## src/rtl/cla_pkg.sv

```systemverilog
// Shared types and defaults for the multi-precision add controller and its word adder.
package cla_pkg;

    typedef enum logic [1:0] {IDLE, SUMA, FIN} estado_t;

    localparam int unsigned ANCHO_DEF    = 8;
    localparam int unsigned PALABRAS_DEF = 4;

endpackage

```

## src/rtl/cla.sv

```systemverilog
// Ancho-bit carry-lookahead adder; S carries the extra carry bit at S[Ancho].
module cla
    import cla_pkg::*;
#(
    parameter int unsigned Ancho = ANCHO_DEF
) (
    input  logic             clk,
    input  logic [Ancho-1:0] A,
    input  logic [Ancho-1:0] B,
    input  logic             Cin,
    output logic [Ancho:0]   S,
    output logic             Cout,
    output logic             Overflow
);

    logic [Ancho-1:0] g;
    logic [Ancho-1:0] p;
    logic [Ancho:0]   c;

    always_comb begin
        g    = A & B;
        p    = A ^ B;
        c    = '0;
        c[0] = Cin;
        for (int i = 0; i < Ancho; i++) begin
            c[i+1] = g[i] | (p[i] & c[i]);
        end
        S        = {c[Ancho], p ^ c[Ancho-1:0]};
        Cout     = c[Ancho];
        Overflow = c[Ancho] ^ c[Ancho-1];
    end

    // Guards the generate/propagate network against the plain arithmetic sum.
    assert property (@(posedge clk) S == ({1'b0, A} + {1'b0, B} + {{Ancho{1'b0}}, Cin}));

endmodule

```

## src/rtl/cla_secuenciador.sv

```systemverilog
// Multi-precision adder: one Ancho-bit word per cycle, LSW first, over a shared cla instance.
module cla_secuenciador
    import cla_pkg::*;
#(
    parameter int unsigned Ancho    = ANCHO_DEF,
    parameter int unsigned Palabras = PALABRAS_DEF
) (
    input  logic                      clk,
    input  logic                      rst_n,
    input  logic                      in_valid,
    output logic                      in_ready,
    input  logic [Ancho*Palabras-1:0] A,
    input  logic [Ancho*Palabras-1:0] B,
    input  logic                      Cin,
    output logic                      out_valid,
    input  logic                      out_ready,
    output logic [Ancho*Palabras-1:0] S,
    output logic                      Cout,
    output logic                      Overflow,
    output logic                      busy
);

    localparam int unsigned W  = Ancho * Palabras;
    localparam int unsigned KW = $clog2(Palabras);
    localparam logic [KW-1:0] KUlt = KW'(Palabras - 1);

    estado_t        estado;
    logic [KW-1:0]  k;
    logic [W-1:0]   a_reg;
    logic [W-1:0]   b_reg;
    logic [W-1:0]   res;
    logic           carry;
    logic           ovf;

    logic [Ancho-1:0] a_pal;
    logic [Ancho-1:0] b_pal;
    logic [Ancho:0]   suma;
    logic             cout_unused;
    logic             ovf_unused;

    assign a_pal = a_reg[k*Ancho +: Ancho];
    assign b_pal = b_reg[k*Ancho +: Ancho];

    cla #(
        .Ancho(Ancho)
    ) u_cla (
        .clk     (clk),
        .A       (a_pal),
        .B       (b_pal),
        .Cin     (carry),
        .S       (suma),
        .Cout    (cout_unused),
        .Overflow(ovf_unused)
    );

    always_ff @(posedge clk) begin
        if (!rst_n) begin
            estado    <= IDLE;
            k         <= '0;
            a_reg     <= '0;
            b_reg     <= '0;
            res       <= '0;
            carry     <= 1'b0;
            ovf       <= 1'b0;
            in_ready  <= 1'b1;
            out_valid <= 1'b0;
            busy      <= 1'b0;
        end else begin
            case (estado)
                IDLE: begin
                    if (in_valid) begin
                        a_reg    <= A;
                        b_reg    <= B;
                        carry    <= Cin;
                        k        <= '0;
                        res      <= '0;
                        ovf      <= 1'b0;
                        estado   <= SUMA;
                        in_ready <= 1'b0;
                        busy     <= 1'b1;
                    end
                end
                SUMA: begin
                    res[k*Ancho +: Ancho] <= suma[Ancho-1:0];
                    carry                 <= suma[Ancho];
                    k                     <= k + 1'b1;
                    if (k == KUlt) begin
                        // Sign of the sum is the MSB of the word being written now.
                        ovf       <= (a_reg[W-1] == b_reg[W-1]) && (suma[Ancho-1] != a_reg[W-1]);
                        estado    <= FIN;
                        busy      <= 1'b0;
                        out_valid <= 1'b1;
                    end
                end
                FIN: begin
                    if (out_ready) begin
                        estado    <= IDLE;
                        out_valid <= 1'b0;
                        in_ready  <= 1'b1;
                    end
                end
                default: begin
                    estado    <= IDLE;
                    in_ready  <= 1'b1;
                    out_valid <= 1'b0;
                    busy      <= 1'b0;
                end
            endcase
        end
    end

    assign S        = res;
    assign Cout     = carry;
    assign Overflow = ovf;

endmodule

```

## config.mk

```make
export PLATFORM = sky130hd
export DESIGN_NAME = cla_secuenciador
export DESIGN_NICKNAME = d
export VERILOG_FILES = /design/src/rtl/cla_pkg.sv /design/src/rtl/cla.sv /design/src/rtl/cla_secuenciador.sv
export SDC_FILE = /design/constraint.sdc
export NUM_CORES = 1
export LEC_CHECK = 0
export ABC_CLOCK_PERIOD_IN_PS = 4770
export BUFFER_PORTS_ARGS = -buffer_cell sky130_fd_sc_hd__buf_2
export CELL_PAD_IN_SITES_DETAIL_PLACEMENT = 0
export CELL_PAD_IN_SITES_GLOBAL_PLACEMENT = 1
export CORE_MARGIN = 2
export CORE_UTILIZATION = 35
export DETAILED_ROUTE_END_ITERATION = 12
export PLACE_DENSITY = 0.82
export SLEW_MARGIN = 5
export SYNTH_ARGS = -nofsm -noshare
export SYNTH_HDL_FRONTEND = slang
export SYNTH_SLANG_ARGS = --single-unit
```

## constraint.sdc

```tcl
create_clock -name clk -period 4.77 [get_ports clk]
set_clock_uncertainty 0.2 [all_clocks]
set_input_delay 0.2385 -clock clk [delete_from_list [all_inputs] [get_ports clk]]
set_output_delay 0.2385 -clock clk [all_outputs]
set_load 0.005 [all_outputs]
```

==> flow_metrics.tcl <==
set metrics [dict create \
    placeableCoreArea_um2 12100 \
    power.density_nw_per_um2 330 \
    p_total_w 0.00197 \
    critPathArrivalTime_ns 4.58 \
    share_seq_of_total_power 0.480 \
    std_cell_rows 40 \
    dr_wl_met3_um 599 \
    rr_worst_depth 14 \
    finalWeightedCongestion 0.827 \
    syn_area_cell_um2 8.73 \
    setup_repair_after_global_routing_missed_its_margin "no" \
    die_area_um2 13300 \
    cts_made_buffers 9 \
    n_antenna_cell 0 \
    power.share.switching 0.257 \
    place.detailed.instances 746 \
    vdd_drop_max_mv 0.159 \
    internal_power_of_the_cells_w 0.00146 \
    cts-htree-levels 3 \
    first_global_vias 3911 \
    grt_start_max_net_pins 72 \
    clock_tree_from_tritoncts "yes" \
    timing_worst_setup_path_type "flop to flop" \
    yosys.area.top_type "sky130_fd_sc_hd__dfxtp_1" \
    portBuffers 105 \
    dpl_cell_area_um2 5010 \
    proportion_of_register_bits_with_asynchronous_set_or_reset_after_synthesis 0 \
    static-leakage-power_nw 2.41 \
    syn_nets 578 \
    fmaxAchievable_mhz 221 \
    nets 735 \
    grt_pass1_wl_um 19400 \
    hold_depth 3 \
    antenna_found_initial 0 \
    highest_layer "met4" \
    combinationalPowerShare 0.137 \
    io_pins 106 \
    power.share.clock 0.382 \
    worstHoldEndpoint "Cout" \
    vias_after_detailed_routing 3966 \
    slew-limit-headroom 0.217 \
    cts.sink_count 105 \
    die_width_um 115 \
    finalHoldViolCount 0 \
    r2r-end "Overflow" \
    synth-warning-count 0 \
    area_growth_syn_to_layout_pct 37.4 \
    cts_root_buf "sky130_fd_sc_hd__clkbuf_16" \
    worst_ep_required_time_ns 4.82 \
    regToRegStartpoint "k[0]" \
    switchingPower_w 0.000506 \
    tns_setup_ns 0 \
    final-setup-viol-count 0 \
    final-max-slew-violation-count 0 \
    crit_path_end_kind "flop" \
    stdcell_area_um2 5970 \
    maxCapViolations 0 \
    yosys-top-cells-area "sky130_fd_sc_hd__dfxtp_1, sky130_fd_sc_hd__nand2_1, sky130_fd_sc_hd__mux4_2" \
    clock_buffer_depth 2 \
    clk_latency_ns 0.34 \
    path_max_fanout 7 \
    clk_pin_slew_worst_paths_ns 0.08 \
    hold_path.class "input port to flop" \
    wl_final_um 12000 \
    synth_seq_area_share 0.484 \
    avgViaCountPerCell 4.80 \
    ys_ff_latch 105 \
    route.met2.wl_um 5680 \
    layout.cells.non_filler 827 \
    route.antenna.remaining_nets 0 \
    final.min_clock_period_ns 4.53 \
    grt_util_all_layers 0.186 \
    drcViolationCount 0 \
    final.period_utilization 0.949 \
    initial_core_util 0.360 \
    globalRoute.totalOverflow 0 \
    run_status "finished, final reports clean" \
    netlist.area_leader.share 0.484 \
    synth-main-ff-cell "sky130_fd_sc_hd__dfxtp_1" \
    synth_enable_flop_cells 0 \
    postCtsSetupBuffers 0 \
    first_iter_violations 303 \
    dr.pass1.iters 4 \
    routedLengthMet1_um 5420 \
    layout_common_cells "sky130_fd_sc_hd__nand2_1, sky130_fd_sc_hd__buf_2, sky130_fd_sc_hd__dfxtp_1" \
    dpl.hpwl_um 8120 \
    synth_cells 497 \
    synth.lib_cells_used.distinct 30 \
    hp-start "Cin" \
    mostFrequentLayoutCell "sky130_fd_sc_hd__nand2_1" \
    post_route_cells_drive_above_1_share 0.240 \
    netlist_area_um2 4340 \
    wl_per_cell_um 14.5 \
    setup.worst_path.start_class "flop" \
    worst-slew-pin-transition_ns 1.17 \
    setup_slack_reg_to_reg_ns 0.24 \
    die_h_um 115 \
]
-- power groups by stage --
stage                     sequential [W]  clock, W  combinational, W
after floorplan                 0.000953         0          0.000154
after global placement          0.000963         0          0.000224
after detailed placement        0.000965         0          0.000228
after CTS                       0.000945  0.000765          0.000269
after global routing            0.000950  0.000801          0.000301
final                           0.000945  0.000752          0.000270
-- per-layer routing --
metal	vias to the layer above	global-route usage
li1	1987	-
met3	20	0.0300
met4	0	0.0715
met1	1844	0.247
met5	-	0
met2	115	0.306
-- synthesized netlist by cell type (all sizes together) (4+ instances only) --
cell and instances:
nor2 5, ha 4, inv 20, buf 22
mux4 16, a21oi 75, dfxtp 105, o22ai 33
nand2 171, nand2b 8, clkbuf 11, fa 8
-- cell families after synthesis --
kind of cell / Yosys count / share of synthesized area
mux: 16 / 0.0830
simple gates: 196 / 0.185
flops: 105 / 0.484
fa+ha+maj: 12 / 0.0484
compound gates: 115 / 0.149
buf+inv: 53 / 0.0499
-- what timing repair did --
| item | 4_1_cts | 5_1_grt |
|---|---|---|
| endpoints found under the setup margin | 0 | 2 |
| gates resized for setup | 0 | 3 |
| hold buffers | 65 | 0 |
| endpoints found under the hold margin | 67 | 0 |
-- worst max-delay path, stage by stage (launching register included) --
cell,delay [ns]
sky130_fd_sc_hd__dfxtp_2,0.37
sky130_fd_sc_hd__buf_4,0.16
sky130_fd_sc_hd__mux4_2,0.34
sky130_fd_sc_hd__inv_1,0.06
sky130_fd_sc_hd__fa_1,0.43
sky130_fd_sc_hd__fa_2,0.36
sky130_fd_sc_hd__fa_1,0.38
sky130_fd_sc_hd__fa_1,0.39
sky130_fd_sc_hd__fa_1,0.39
sky130_fd_sc_hd__fa_1,0.37
sky130_fd_sc_hd__inv_1,0.08
sky130_fd_sc_hd__fa_1,0.45
sky130_fd_sc_hd__and3b_1,0.22
sky130_fd_sc_hd__a21oi_1,0.04
sky130_fd_sc_hd__o32ai_1,0.20
-- worst max-delay path by stage --
| stage | start | end | slack, ns | depth (start not counted) |
|---|---|---|---|---|
| after floorplan | k[1] | Overflow | 0.01 | 16 |
| after global placement | k[0] | Overflow | 0.17 | 14 |
| after detailed placement | k[1] | Overflow | 0.07 | 14 |
| after CTS | k[1] | Overflow | 0.07 | 14 |
| after global routing | k[0] | Overflow | 0.04 | 14 |
| final | k[0] | Overflow | 0.24 | 14 |
-- final cells by class --
class,count,area [µm²]
fillers,1145,6100
flip-flops and latches,105,2100
multi-input cells,339,2030
repair buffers,179,1240
clock buffers,9,225
well taps,168,210
clock inverters,7,77.6
inverters,20,75.1
-- stage by stage --
| step | setup slack [ns] | util | hold WS, ns |
|---|---|---|---|
| floorplan | 0.0110 | - | 0.174 |
| global placement | 0.174 | 0.415 | 0.240 |
| detailed placement | 0.0745 | 0.415 | 0.247 |
| CTS | 0.0657 | 0.494 | 0.0627 |
| global route | 0.0369 | 0.495 | 0.0703 |
| finish | 0.241 | 0.495 | 0.0628 |
(Power assumes the default switching activity.)
